==> src/rtl/agc_instr_sequencer.sv <==
// AGC instruction sequencer: owns Z, fetches, absorbs EXTEND, dispatches.
// Optional fetch watchdog: define AGC_SEQ_FETCH_TIMEOUT_EN.
module agc_instr_sequencer #(
    parameter logic [11:0] RESET_VECTOR  = 12'o4000,
    parameter logic [14:0] EXTEND_WORD   = 15'o00006,
    parameter int          FETCH_TIMEOUT = 15
) (
    input  logic        clk,
    input  logic        rst_n,
    input  logic        run,
    output logic        mem_req,
    output logic [11:0] mem_addr,
    input  logic        mem_ack,
    input  logic [14:0] mem_rdata,
    output logic        dispatch_valid,
    output logic [14:0] ir,
    output logic [2:0]  opcode,
    output logic [1:0]  qc,
    output logic        pc_bit,
    output logic [11:0] addr12,
    output logic [9:0]  addr10,
    output logic        extend,
    input  logic        exec_done,
    input  logic        branch_valid,
    input  logic [11:0] branch_target,
    output logic [11:0] z,
    output logic        busy,
    output logic        fetch_err
);

    typedef enum logic [2:0] {
        S_IDLE,
        S_FETCH,
        S_DISPATCH,
        S_EXEC
`ifdef AGC_SEQ_FETCH_TIMEOUT_EN
        ,
        S_HALT
`endif
    } state_t;

    state_t      state;
    state_t      state_d;
    logic [11:0] z_d;
    logic [14:0] ir_d;
    logic        ext_d;

`ifdef AGC_SEQ_FETCH_TIMEOUT_EN
    localparam int CW = $clog2(FETCH_TIMEOUT + 1);
    localparam logic [CW-1:0] TO_LAST = CW'(FETCH_TIMEOUT - 1);

    logic [CW-1:0] cnt;
    logic [CW-1:0] cnt_d;
    logic          err_d;
`endif

    always_ff @(posedge clk or negedge rst_n) begin
        if (!rst_n) begin
            state  <= S_IDLE;
            z      <= RESET_VECTOR;
            ir     <= '0;
            extend <= 1'b0;
        end else begin
            state  <= state_d;
            z      <= z_d;
            ir     <= ir_d;
            extend <= ext_d;
        end
    end

`ifdef AGC_SEQ_FETCH_TIMEOUT_EN
    always_ff @(posedge clk or negedge rst_n) begin
        if (!rst_n) begin
            cnt       <= '0;
            fetch_err <= 1'b0;
        end else begin
            cnt       <= cnt_d;
            fetch_err <= err_d;
        end
    end
`else
    assign fetch_err = 1'b0;
`endif

    always_comb begin
        state_d = state;
        z_d     = z;
        ir_d    = ir;
        ext_d   = extend;
`ifdef AGC_SEQ_FETCH_TIMEOUT_EN
        cnt_d   = cnt;
        err_d   = fetch_err;
`endif
        case (state)
            S_IDLE: begin
                if (run) begin
                    state_d = S_FETCH;
`ifdef AGC_SEQ_FETCH_TIMEOUT_EN
                    cnt_d   = '0;
`endif
                end
            end
            S_FETCH: begin
                if (mem_ack) begin
                    z_d = z + 12'd1;
`ifdef AGC_SEQ_FETCH_TIMEOUT_EN
                    cnt_d = '0;
`endif
                    // EXTEND only marks the next word; keep fetching
                    if (mem_rdata == EXTEND_WORD) begin
                        ext_d = 1'b1;
                    end else begin
                        ir_d    = mem_rdata;
                        state_d = S_DISPATCH;
                    end
                end
`ifdef AGC_SEQ_FETCH_TIMEOUT_EN
                else if (cnt == TO_LAST) begin
                    state_d = S_HALT;
                    err_d   = 1'b1;
                end else begin
                    cnt_d = cnt + CW'(1);
                end
`endif
            end
            S_DISPATCH: begin
                state_d = S_EXEC;
            end
            S_EXEC: begin
                if (exec_done) begin
                    ext_d = 1'b0;
                    if (branch_valid) begin
                        z_d = branch_target;
                    end
                    if (run) begin
                        state_d = S_FETCH;
`ifdef AGC_SEQ_FETCH_TIMEOUT_EN
                        cnt_d   = '0;
`endif
                    end else begin
                        state_d = S_IDLE;
                    end
                end
            end
`ifdef AGC_SEQ_FETCH_TIMEOUT_EN
            S_HALT: begin
                state_d = S_HALT;
            end
`endif
            default: begin
                state_d = S_IDLE;
            end
        endcase
    end

    assign mem_req        = (state == S_FETCH);
    assign mem_addr       = z;
    assign dispatch_valid = (state == S_DISPATCH);
    assign busy           = (state != S_IDLE);

    assign opcode = ir[14:12];
    assign qc     = ir[11:10];
    assign pc_bit = ir[9];
    assign addr12 = ir[11:0];
    assign addr10 = ir[9:0];

endmodule

==> config.mk <==
export PLATFORM = sky130hd
export DESIGN_NAME = agc_instr_sequencer
export DESIGN_NICKNAME = d
export VERILOG_FILES = /design/src/rtl/agc_instr_sequencer.sv
export SDC_FILE = /design/constraint.sdc
export NUM_CORES = 1
export LEC_CHECK = 0
export CAP_MARGIN = 10
export CORE_UTILIZATION = 28
export DETAILED_ROUTE_END_ITERATION = 7
export PLACE_DENSITY_LB_ADDON = 0.3
export SYNTH_ARGS = -nofsm -noshare
export SYNTH_HDL_FRONTEND = slang
export SYNTH_SLANG_ARGS = --single-unit
==> constraint.sdc <==
create_clock -name clk -period 2.45 [get_ports clk]
set_clock_uncertainty 0.1 [all_clocks]
set_input_delay 0.6125 -clock clk [delete_from_list [all_inputs] [get_ports clk]]
set_output_delay 0.6125 -clock clk [all_outputs]
set_load 0.05 [all_outputs]
==> out/qor.txt, run 1 <==
Status = completed
Final min period = 2.361 ns
Die width = 85.20 µm
Synth Area in XOR/XNOR = 0%
Die area = 7258 µm²
Avg WL per Cell = 13.69 µm
Register bit total from synthesis = 30
Critical Path Source Type = flip-flop
Largest family of logic cells by synthesized area = buffers and inverters
Post-Route WL = 4681 µm
DR vias/cell = 4.626
Die height = 85.20 µm
Final Slew Violations = 0
Clk Latency, worst-skew pair = 0.28 ns
Tcrit/Tclk final = 96.36%
Hold Vio Cnt, Final = 0
Top_reg_cell synth = dfrtp_1
Core Area = 6531 µm²
Max FO, Critical Path = 5
I/O pin cnt = 105
Final setup violation count = 0
Complex-gate fraction of the synthesized area = 13.30%
Post-Synth Adder-Cell Area = 3.228%
Initial antenna violation count = 0
Yosys cell types = 42
Placement Cell Area = 2816 µm²
Share of layout cells above drive strength 1 = 14.34%
Post-synth EDFFs = 0
DRT Pass-1 Iters = 4
CTS sink cnt = 30
WP buf/inv = 1
Fmax = 423.6 MHz
Sequence of cells on the critical path = clkdlybuf4s50_1
CP Data Required Time = 1.74 ns
H-tree depth = 2
Syn_nets = 231
Final setup margin = 0.08918 ns
Post-route DRC = 0
Starting DRT DRC Count = 64
Clk pin slew, worst setup/hold paths = 0.06 ns
Syn avg cell area = 10.04 µm²
Row count = 29
Fillers = 629
First-pass GRT wire length = 7217 µm
Nets = 302
GP Congestion = 0.8417
Vias in the first global route = 1476
Top delay family on crit path = buffers and inverters
Max_slew headroom = 64.27%
Max_cap viols = 0
Seq/Total Area, Yosys = 38.80%
Synthesized area = 1938 µm²
Slowest stage delay, CP = 0.81 ns
Max Root-Sink Buffers = 2
Yosys warns = 0
Synth Instances = 193
Synth async-reset ratio = 100.0%
Crit. End Element = output pin
Worst-Margin Slew = 0.5310 ns
Antenna viol nets, final = 0
Largest net degree at the start of global routing = 31
GRT Overall Usage = 12.97%
Detail Placement HPWL = 3546 µm
Initial Util = 29.67%
Post-CTS Hold Fix Bufs = 0
Grt total ovfl = 0
Area growth from synthesis to layout = 50.03%
Root buffer cell = clkbuf_8
Critical path type = reg2out
Post-Synth Simple-Gate Area = 11.62%
Setup bufs post-CTS = 0
Post_cts resized = 0
Slowest-stage cell, CP = clkdlybuf4s50_1
Place WS = -0.1106 ns
Hold Crit Class = reg2reg
Post-route cell area = 2908 µm²
Total CTS buffers = 5
IO buf count = 103
Via count = 1582
N_diodes = 0
CTS tree = built
RSZ-0062 raised after global routing = no
WP data arrival = 1.65 ns
Post-synthesis mux area share = 13.30%
-- per-layer routing --
metal / GRT usage [%] / routed length, µm
met2: 20.16 / 2302
met4: 5.085 / 77
met1: 16.86 / 2059
met5: 0 / 0
met3: 3.988 / 243
-- metrics by stage --
stage	instances	hold WS [ns]	util (%)	TNS (ns)
6_report	342	0.4410	44.52	0
5_1_grt	342	0.4720	44.52	0
4_1_cts	342	0.4467	44.52	0
3_5_place_dp	334	0.4323	43.12	-1.501
3_3_place_gp	334	0.4252	43.12	-0.1412
2_1_floorplan	193	0.2169	-	0
-- final timing paths --
kind / from / endpoint / slack, ns / cells after the start
setup / recovery: mem_addr[11] / z[11] / 0.09 / 1
hold / removal: ir[13] / ir[13] / 0.44 / 1
setup reg to reg: state[1] / state[1] / 0.34 / 6
hold reg to reg: ir[13] / ir[13] / 0.44 / 1
max in group asynchronous: rst_n / mem_addr[11] / 1.31 / 2
min in group asynchronous: rst_n / mem_addr[0] / 0.62 / 2
-- layout make-up --
cell class / instances / area [µm²] / share of cell area, %
Tap cell: 77 / 96.34 / 3.313
Timing Repair Buffer: 111 / 1131 / 38.90
Clock buffer: 7 / 86.33 / 2.969
Multi-Input combinational cell: 108 / 807.0 / 27.75
Clock inverter: 1 / 5.005 / 0.1721
Inverter: 8 / 30.03 / 1.033
Sequential cell: 30 / 752.0 / 25.86
-- registers in the layout (all words and copies together), names as in the netlist --
name / count
mem_addr: 12
state: 2
extend: 1
ir: 15
-- cells in the mapped netlist, types with 2 or more instances --
library cell   n  area, µm²
or3_1          2      12.51
dfrtp_1       29      725.7
a22oi_1        2      15.01
mux2_4        10      150.1
clkbuf_1       3      11.26
o32ai_1        2      17.52
inv_1          8      30.03
nor4b_1        3      26.28
mux2_2         6      67.56
nand4_1        3      18.77
buf_2          2      10.01
nand3_1        7      35.03
mux2i_1        4      40.04
buf_4         41      307.8
nor2_1         7      26.28
nor4_1         2      12.51
a21boi_0       2      15.01
o21ai_0       11      55.05
a21oi_1       12      60.06
nand2_1        9      33.78
nor3_1         3      15.01
ha_1           5      62.56
-- logic make-up after synthesis --
kind of cell	Yosys count
fa+ha+maj	5
simple gates	42
buf+inv	55
flops	30
other cells	1
mux	20
compound gates	40
-- placed cells by master, fill, tap and decap left out, drive strengths merged, types with 5 or more instances in the layout --
cell type / count
ha: 5
buf: 12
clkbuf: 7
inv: 8
o21ai: 11
nand2: 9
dfrtp: 29
nand3: 8
nor2: 7
mux2: 16
clkdlybuf4s50: 99
a21oi: 12
Power of run 1 is left out: the tool's default activity adds up to more than one toggle a clock period on the data nets, which glitch-free logic cannot reach.
==> inputs of run 2 (changes only) <==
Settings changed: CTS_CLUSTER_SIZE set to 16.
==> results of run 2 <==
The final DEF is identical to that of run 1; final timing and power are the same.
Power of run 2 is left out for the same reason.
